--- src/rtl/l2_port_arbiter_pkg.sv ---
// Shared types for the L2 port arbiter: arbitration states and the default
// width of the performance counters.
package rv32i_types;

  localparam int perf_counter_width = 32;

  typedef enum logic [1:0] {
    IDLE    = 2'd0,
    SERVE_I = 2'd1,
    SERVE_D = 2'd2
  } arb_state_t;

endpackage

--- src/rtl/l2_port_arbiter_if.sv ---
// Bundles the I-cache, D-cache and L2 memory-port signals around the arbiter.
// The slave modport is the arbiter's view; master is the surrounding caches and L2.
interface l2_port_arbiter_if;

  logic         i_pmem_read;
  logic [31:0]  i_pmem_address;
  logic [255:0] i_pmem_rdata;
  logic         i_pmem_resp;

  logic         d_pmem_read;
  logic         d_pmem_write;
  logic [31:0]  d_pmem_address;
  logic [255:0] d_pmem_wdata;
  logic [255:0] d_pmem_rdata;
  logic         d_pmem_resp;

  logic         a_pmem_read;
  logic         a_pmem_write;
  logic [31:0]  a_pmem_address;
  logic [255:0] a_pmem_wdata;
  logic [255:0] a_pmem_rdata;
  logic         a_pmem_resp;

  modport slave (
    input  i_pmem_read, i_pmem_address,
    output i_pmem_rdata, i_pmem_resp,
    input  d_pmem_read, d_pmem_write, d_pmem_address, d_pmem_wdata,
    output d_pmem_rdata, d_pmem_resp,
    output a_pmem_read, a_pmem_write, a_pmem_address, a_pmem_wdata,
    input  a_pmem_rdata, a_pmem_resp
  );

  modport master (
    output i_pmem_read, i_pmem_address,
    input  i_pmem_rdata, i_pmem_resp,
    output d_pmem_read, d_pmem_write, d_pmem_address, d_pmem_wdata,
    input  d_pmem_rdata, d_pmem_resp,
    input  a_pmem_read, a_pmem_write, a_pmem_address, a_pmem_wdata,
    output a_pmem_rdata, a_pmem_resp
  );

endinterface

--- src/rtl/l2_port_arbiter_sat_counter.sv ---
// Saturating up-counter with synchronous clear and count enable; sticks at all-ones.
module sat_counter #(
  parameter int W = 32
) (
  input  logic         clk,
  input  logic         clr,
  input  logic         en,
  output logic [W-1:0] count
);

  always_ff @(posedge clk) begin
    if (clr)
      count <= '0;
    else if (en && (count != {W{1'b1}}))
      count <= count + 1'b1;
  end

endmodule

--- src/rtl/l2_port_arbiter.sv ---
// Round-robin arbiter sharing the single L2 port between I-cache and D-cache,
// holding each grant until the L2 responds, with per-requester wait counters.
//
// state   | meaning
// IDLE    | no grant held; arbitrates pending requests
// SERVE_I | L2 port owned by the I-cache until resp or request drop
// SERVE_D | L2 port owned by the D-cache until resp or request drop
module l2_port_arbiter
  import rv32i_types::*;
#(
  parameter int PERF_W = perf_counter_width
) (
  input  logic              clk,
  input  logic              rst,
  l2_port_arbiter_if.slave  bus,
  output logic [PERF_W-1:0] i_wait_cycles,
  output logic [PERF_W-1:0] d_wait_cycles,
  output logic [PERF_W-1:0] grant_count
);

  arb_state_t state;
  logic       last_d;
  logic       i_req;
  logic       d_req;
  logic       serve_i;
  logic       serve_d;
  logic       grant;

  assign i_req   = bus.i_pmem_read;
  assign d_req   = bus.d_pmem_read | bus.d_pmem_write;
  assign serve_i = (state == SERVE_I);
  assign serve_d = (state == SERVE_D);
  assign grant   = (state == IDLE) & (i_req | d_req);

  always_ff @(posedge clk) begin
    if (rst) begin
      state  <= IDLE;
      last_d <= 1'b0;
    end else begin
      case (state)
        IDLE: begin
          // On a tie the D-cache wins unless it was the last one served.
          if (d_req && (!i_req || !last_d)) begin
            state  <= SERVE_D;
            last_d <= 1'b1;
          end else if (i_req) begin
            state  <= SERVE_I;
            last_d <= 1'b0;
          end
        end
        SERVE_I: if (bus.a_pmem_resp || !i_req) state <= IDLE;
        SERVE_D: if (bus.a_pmem_resp || !d_req) state <= IDLE;
        default: state <= IDLE;
      endcase
    end
  end

  // Write-back takes precedence when the D-cache raises read and write together.
  assign bus.a_pmem_read    = (serve_i & bus.i_pmem_read)
                            | (serve_d & bus.d_pmem_read & ~bus.d_pmem_write);
  assign bus.a_pmem_write   = serve_d & bus.d_pmem_write;
  assign bus.a_pmem_address = serve_i ? bus.i_pmem_address : bus.d_pmem_address;
  assign bus.a_pmem_wdata   = bus.d_pmem_wdata;

  assign bus.i_pmem_rdata = bus.a_pmem_rdata;
  assign bus.d_pmem_rdata = bus.a_pmem_rdata;
  assign bus.i_pmem_resp  = serve_i & i_req & bus.a_pmem_resp;
  assign bus.d_pmem_resp  = serve_d & d_req & bus.a_pmem_resp;

  sat_counter #(.W(PERF_W)) u_i_wait (
    .clk   (clk),
    .clr   (rst),
    .en    (i_req & ~serve_i),
    .count (i_wait_cycles)
  );

  sat_counter #(.W(PERF_W)) u_d_wait (
    .clk   (clk),
    .clr   (rst),
    .en    (d_req & ~serve_d),
    .count (d_wait_cycles)
  );

  sat_counter #(.W(PERF_W)) u_grants (
    .clk   (clk),
    .clr   (rst),
    .en    (grant),
    .count (grant_count)
  );

endmodule

--- src/flat_wrapper.sv ---
// flat-port wrapper written by rule: the top's interface ports become plain ports
module l2_port_arbiter_flat import rv32i_types::*;
#(
  parameter int PERF_W = perf_counter_width
)
  (clk, rst, i_wait_cycles, d_wait_cycles, grant_count, bus_i_pmem_read, bus_i_pmem_address, bus_i_pmem_rdata, bus_i_pmem_resp, bus_d_pmem_read, bus_d_pmem_write, bus_d_pmem_address, bus_d_pmem_wdata, bus_d_pmem_rdata, bus_d_pmem_resp, bus_a_pmem_read, bus_a_pmem_write, bus_a_pmem_address, bus_a_pmem_wdata, bus_a_pmem_rdata, bus_a_pmem_resp);
  l2_port_arbiter_if bus_i ();
  input  logic clk;
  input  logic rst;
  output logic [PERF_W-1:0] i_wait_cycles;
  output logic [PERF_W-1:0] d_wait_cycles;
  output logic [PERF_W-1:0] grant_count;
  input wire logic [$bits(bus_i.i_pmem_read)-1:0] bus_i_pmem_read;
  input wire logic [$bits(bus_i.i_pmem_address)-1:0] bus_i_pmem_address;
  output wire logic [$bits(bus_i.i_pmem_rdata)-1:0] bus_i_pmem_rdata;
  output wire logic [$bits(bus_i.i_pmem_resp)-1:0] bus_i_pmem_resp;
  input wire logic [$bits(bus_i.d_pmem_read)-1:0] bus_d_pmem_read;
  input wire logic [$bits(bus_i.d_pmem_write)-1:0] bus_d_pmem_write;
  input wire logic [$bits(bus_i.d_pmem_address)-1:0] bus_d_pmem_address;
  input wire logic [$bits(bus_i.d_pmem_wdata)-1:0] bus_d_pmem_wdata;
  output wire logic [$bits(bus_i.d_pmem_rdata)-1:0] bus_d_pmem_rdata;
  output wire logic [$bits(bus_i.d_pmem_resp)-1:0] bus_d_pmem_resp;
  output wire logic [$bits(bus_i.a_pmem_read)-1:0] bus_a_pmem_read;
  output wire logic [$bits(bus_i.a_pmem_write)-1:0] bus_a_pmem_write;
  output wire logic [$bits(bus_i.a_pmem_address)-1:0] bus_a_pmem_address;
  output wire logic [$bits(bus_i.a_pmem_wdata)-1:0] bus_a_pmem_wdata;
  input wire logic [$bits(bus_i.a_pmem_rdata)-1:0] bus_a_pmem_rdata;
  input wire logic [$bits(bus_i.a_pmem_resp)-1:0] bus_a_pmem_resp;
  assign bus_i.i_pmem_read = bus_i_pmem_read;
  assign bus_i.i_pmem_address = bus_i_pmem_address;
  assign bus_i_pmem_rdata = bus_i.i_pmem_rdata;
  assign bus_i_pmem_resp = bus_i.i_pmem_resp;
  assign bus_i.d_pmem_read = bus_d_pmem_read;
  assign bus_i.d_pmem_write = bus_d_pmem_write;
  assign bus_i.d_pmem_address = bus_d_pmem_address;
  assign bus_i.d_pmem_wdata = bus_d_pmem_wdata;
  assign bus_d_pmem_rdata = bus_i.d_pmem_rdata;
  assign bus_d_pmem_resp = bus_i.d_pmem_resp;
  assign bus_a_pmem_read = bus_i.a_pmem_read;
  assign bus_a_pmem_write = bus_i.a_pmem_write;
  assign bus_a_pmem_address = bus_i.a_pmem_address;
  assign bus_a_pmem_wdata = bus_i.a_pmem_wdata;
  assign bus_i.a_pmem_rdata = bus_a_pmem_rdata;
  assign bus_i.a_pmem_resp = bus_a_pmem_resp;
  l2_port_arbiter #(.PERF_W(PERF_W)) u_core (.clk(clk), .rst(rst), .bus(bus_i), .i_wait_cycles(i_wait_cycles), .d_wait_cycles(d_wait_cycles), .grant_count(grant_count));
endmodule
--- config.mk ---
export PLATFORM = sky130hd
export DESIGN_NAME = l2_port_arbiter_flat
export DESIGN_NICKNAME = d
export VERILOG_FILES = /design/src/rtl/l2_port_arbiter_pkg.sv /design/src/rtl/l2_port_arbiter_if.sv /design/src/rtl/l2_port_arbiter_sat_counter.sv /design/src/rtl/l2_port_arbiter.sv /design/src/flat_wrapper.sv
export SDC_FILE = /design/constraint.sdc
export NUM_CORES = 1
export LEC_CHECK = 0
export BUFFER_PORTS_ARGS = -buffer_cell sky130_fd_sc_hd__buf_4
export CAP_MARGIN = 20
export CORE_AREA = 2 2 585 587
export CTS_CLUSTER_DIAMETER = 200
export DETAILED_ROUTE_END_ITERATION = 8
export DIE_AREA = 0 0 587 589
export GPL_ROUTABILITY_DRIVEN = 0
export GPL_TIMING_DRIVEN = 0
export PLACE_DENSITY = 0.3
export SETUP_SLACK_MARGIN = 0.1
export SLEW_MARGIN = 20
export SYNTH_ARGS = -nofsm -noshare
export SYNTH_HDL_FRONTEND = slang
export SYNTH_SLANG_ARGS = --single-unit
--- constraint.sdc ---
create_clock -name clk -period 2.1 [get_ports clk]
set_input_delay 0.21 -clock clk [delete_from_list [all_inputs] [get_ports clk]]
set_output_delay 0.21 -clock clk [all_outputs]
set_load 0.02 [all_outputs]
# Word-level counts from Yosys, hierarchy flattened
# Cells that the tools add are included.
# W data, S select, Z words.
# classes
n_addsub	3
n_eq_ne	8
mux	8
n_bitwise	16
n_reduce_logical	14
# op_table
op	n
$add A32 B1 Y32 const B	3
$ne A32 B32 Y1 const B	3
$mux W32	1
$and A1 B1 Y1	10
$mux W2	4
$pmux W2 S3	1
$logic_and A1 B1 Y1	4
$ne A2 B2 Y1 const B	2
$logic_not A1 Y1	3
$logic_or A1 B1 Y1	3
$ne A3 B3 Y1 const B	1
$not A1 Y1	3
$or A1 B1 Y1	3
$reduce_and A3 Y1	1
$eq A2 B1 Y1 const B	1
$eq A2 B2 Y1 const B	1
$logic_not A2 Y1	1
$mux W1	2
$reduce_and A2 Y1	1
$reduce_bool A2 Y1	1
# word_totals
regBits	99
input_bits	582
output_inout_bits	900
word_cells	54

# Depth between registers and ports, before layout
# logic_depth
word_depth	5
ltp_mapped	8
ltp_nobuf	6

# Cells and area by module
# Synthesis repeated with hierarchy kept, for this count alone.
# unflattened
hier_cells	1431
area_unflattened_um2	11564.8
# by_module_without_submodules
module	n_inst	cells_per_inst	area_each_um2	seq_area_each_um2
l2_port_arbiter	1	834	6542.5	60.1
sat_counter	3	199	1674.1	640.6

# Worst setup path after synthesis
# Ideal clock, no wire load.
# synth_timing
path_kind	register -> register
startpoint	reg u_core.u_grants.count[0]
endpoint	reg u_core.u_grants.count[17]
arrival_time_ns	2.070
slack_ns	-0.094
path_stages_with_launch	8
path_buffers	1
path_cell_list	dfxtp_1 ha_1 nand4_1 or4_1 o21ai_2 buf_4 nor4_1 mux2_1
# synth_via
elab_chain_len	2
elab_cells_between_ends	3
cone_classes	add/sub: 1; eq/ne: 1; reduce/logical: 1
# synth_lines
item	line_no	source
start, declared	l2_port_arbiter_sat_counter.sv:8	output logic [W-1:0] count
start signal, assigned	l2_port_arbiter_sat_counter.sv:15	count <= count + 1'b1;
parallel branches: the longest is 2 deep, another holds $add A32 B1 Y32	--	
# Parallel ways; which one is timed is not known.
# A chain may end at the register's enable or synchronous reset.

# Worst setup path after layout
# layout_timing
startpoint	reg u_core.u_grants.count[12]
endpoint	reg u_core.u_grants.count[23]
# The elaborated chain is that of the path after synthesis.

==> summary.txt <==
Status -> finished with violations
Failing checks -> setup timing
Max Cap Viol -> 0
Leak -> 11.96 nW
Setup TNS -> -1.384 ns
CP most frequent cell -> buf_6
Yosys warning count -> 0
Synth Cell Area -> 0.01139 mm²
Hold endpoint -> u_core.u_d_wait.count[27]
Die height -> 589 µm
Crit Path Class -> register to register
Share of cells above drive strength 1 -> 84.64%
Clk Latency, worst-skew pair -> 0.45 ns
Core Area -> 0.3390 mm²
Peak VDD IR -> 0.0004348 V
Starting Density -> 3.360%
Initial DRT Pass Iterations -> 5
Cts bufs inserted -> 9
Final setup fails -> 34
Largest net degree at the start of global routing -> 20
Top Ports -> 1482
Synth Net Count -> 2076
Top cell type's share of synthesized area -> 50.88%
Hold Crit Start -> rst
Worst R2R End -> u_core.u_grants.count[23]
Worst R2R Path Depth -> 10
Synth Instances -> 1491
Final ANT Viol Nets -> 0
Library cells used by synthesis -> 60
Syn avg cell area -> 7.640 µm²
Critical Path Max Stage Delay -> 0.53 ns
Leading area contributor after synthesis -> buf_4
Final Hold Fails -> 0
Worst Hold Class -> primary input to register
Max stage delay cell, worst path -> or4_4
EDFF count, synth -> 0
Remaining DRCs -> 0
Reg2Reg Setup Slack -> -0.08 ns
H-tree Lvls -> 3
WP data arrival -> 2.53 ns
Most frequent cells in the layout -> buf_4 (1793), buf_6 (63), nand2_1 (54), nand2_4 (49), dfxtp_2 (48)
Worst-Margin Slew -> 0.8583 ns
Placed insts -> 7001
Initial antenna violation count -> 58
CP delay by family, top -> buffers and inverters
Deepest clock path buffer count -> 2
Port bufs -> 968
Final Critical Period -> 2.184 ns
Clk sinks -> 99
CTS clk-pin slew, worst paths -> 0.12 ns
HPWL Detailed -> 133.8 mm
GRT Util Overall -> 8.033%
Buf+Inv Stages, Crit Path -> 5
First-pass GRT wire length -> 175.2 mm
Final Cycle Share -> 104.0%
Area grow syn2layout -> 145.4%
Max Slew Vio Count -> 0
WL/cell -> 20.65 µm
Sequential share of the synthesized area -> 17.40%
Critical Path RT -> 2.45 ns
Final WL -> 148.1 mm
Ys async rst share -> 0%
PwrDens -> 324.5 mW/mm²
Startpoint Class -> register
CP Max Fanout -> 5
Vias in the first global route -> 14.44k
CTS tree -> yes
Root buffer cell -> clkbuf_16
Via Count -> 14.63k
Post-Layout Cell Count -> 7175
Hold Path Cell Cnt -> 3
Top cells by area, synth -> buf_4 (51%), dfxtp_1 (17%), nand2_1 (4.5%)
R2r startpoint -> u_core.u_grants.count[12]
Total gr overflow -> 0
Yosys reg bits -> 99
CP Cell Sequence -> nand4_1 > buf_6 > or4_4 > buf_6 > o21ai_4 > buf_6 > buf_6 > buf_12 > o31ai_1 > a21oi_1
Chip width -> 587 µm
Worst setup EP type -> register
Final Skew -> 0.03065 ns
Rows -> 214
Drt via density -> 2.039
Worst setup margin -> -0.08405 ns
RSZ-0062 raised after global routing -> yes
Die area -> 0.3457 mm²
Final net count -> 3191
Most common cell after layout, fill and taps aside -> buf_4
Iteration-0 DRC Markers -> 785
Max-slew headroom -> 42.34%
Primary FF master, synth -> dfxtp_1
Fmax -> 0.4579 GHz
-- layout make-up --
cell class | count | area, µm²
Antenna cell | 28 | 70.07
Buffer | 805 | 6197
Tap cell | 4536 | 5675
Inverter | 8 | 30.03
Fill cell | 39789 | 311000
Clock inverter | 7 | 71.32
Timing Repair Buffer | 1104 | 8778
Sequential cell | 99 | 2147
Multi-Input combinational cell | 579 | 4761
Clock buffer | 9 | 225.2
-- where the power goes --
part           internal, mW  switching (mW)
combinational          2.36            2.69
clock                 0.846            1.25
sequential             1.88          0.0386
total                  5.09            3.98
-- per-stage QoR --
stage          setup WS, ns  util, %  instance area (µm²)  power (mW)  hold WS, ns
2_1_floorplan       0.07595        -                11520       4.411       0.3252
3_3_place_gp         -2.379    7.217                24460       6.792       0.4682
3_5_place_dp        -0.7142    7.260                24610       6.805       0.4669
4_1_cts             -0.1295    7.801                26450       9.309      0.05860
5_1_grt             -0.1589    8.240                27930       9.585       0.1253
6_report           -0.08405    8.247                27960       9.070       0.1482
-- cells by family (layout without fill, tap and decap cells) --
logic type	Yosys count	after routing	share of synthesized area [%]
AO/OA/AOI/OAI	140	140	7.623
XOR/XNOR	24	24	1.845
adder cells (fa/ha/maj)	3	3	0.3296
buffers and inverters	814	1933	52.44
flip-flops	99	99	17.40
multiplexers	14	14	1.384
other	0	28	0
AND/OR/NAND/NOR	397	398	18.98
-- per-layer routing --
| layer | routed length [µm] | vias up | global-route usage, % |
|---|---|---|---|
| met3 | 17090 | 150 | 3.696 |
| met1 | 53060 | 6866 | 8.522 |
| met4 | 6950 | 16 | 3.571 |
| li1 | - | 6474 | - |
| met5 | 105 | - | 0 |
| met2 | 70930 | 1121 | 13.59 |
-- cells in the mapped netlist, types with 2 or more instances --
| cell | instances |
|---|---|
| buf_4 | 772 |
| nand2_1 | 138 |
| dfxtp_1 | 99 |
| a21oi_1 | 58 |
| nor2_1 | 46 |
| or3_1 | 34 |
| nand3_1 | 30 |
| o21ai_0 | 30 |
| or4_1 | 28 |
| nand4_1 | 25 |
| o31ai_1 | 24 |
| clkbuf_1 | 22 |
| nor2b_1 | 17 |
| xnor2_1 | 15 |
| nor3_1 | 14 |
| and3_1 | 13 |
| and4_1 | 11 |
| nor4_1 | 10 |
| buf_2 | 9 |
| xor2_1 | 9 |
| inv_1 | 8 |
| a211oi_1 | 7 |
| and2_1 | 7 |
| mux2_2 | 7 |
| nand2b_1 | 6 |
| o211ai_1 | 5 |
| a2111oi_0 | 4 |
| ha_1 | 3 |
| mux2_1 | 3 |
| mux2i_1 | 3 |
| nand4_2 | 3 |
| nor4_4 | 2 |
| o21ai_2 | 2 |
-- sequential cells by signal, indices dropped and copies added, names as in the netlist --
name	cells
u_core.u_d_wait.count	32
u_core.u_grants.count	32
u_core.u_i_wait.count	32
u_core.state	2
u_core.last_d	1
-- timing repair --
action | 4_1_cts | 5_1_grt
pin swaps | 63 | 141
setup endpoints to repair | 125 | 116
hold buffers | 1 | 0
cloned | 7 | 6
hold endpoints to repair | 1 | 0
setup buffers | 73 | 49
resized for setup | 235 | 263
-- tightest hold or removal path, cell delays in order --
cell	delay, ns
buf_4	0.13
nor2b_1	0.09
mux2_2	0.14
-- how the worst max path moves through the flow --
stage / startpoint / end / slack (ns) / depth (start not counted)
global route: u_core.state[0] / u_core.u_d_wait.count[20] / -0.16 / 9
finish: u_core.u_grants.count[12] / u_core.u_grants.count[23] / -0.08 / 10
floorplan: u_core.u_grants.count[18] / u_core.u_grants.count[17] / 0.08 / 7
detailed placement: bus_i_pmem_read / u_core.u_grants.count[16] / -0.71 / 6
CTS: u_core.state[0] / bus_a_pmem_address[25] / -0.13 / 8
global placement: rst / u_core.u_grants.count[13] / -2.38 / 5
No activity file was read; power rests on OpenSTA's default activity.
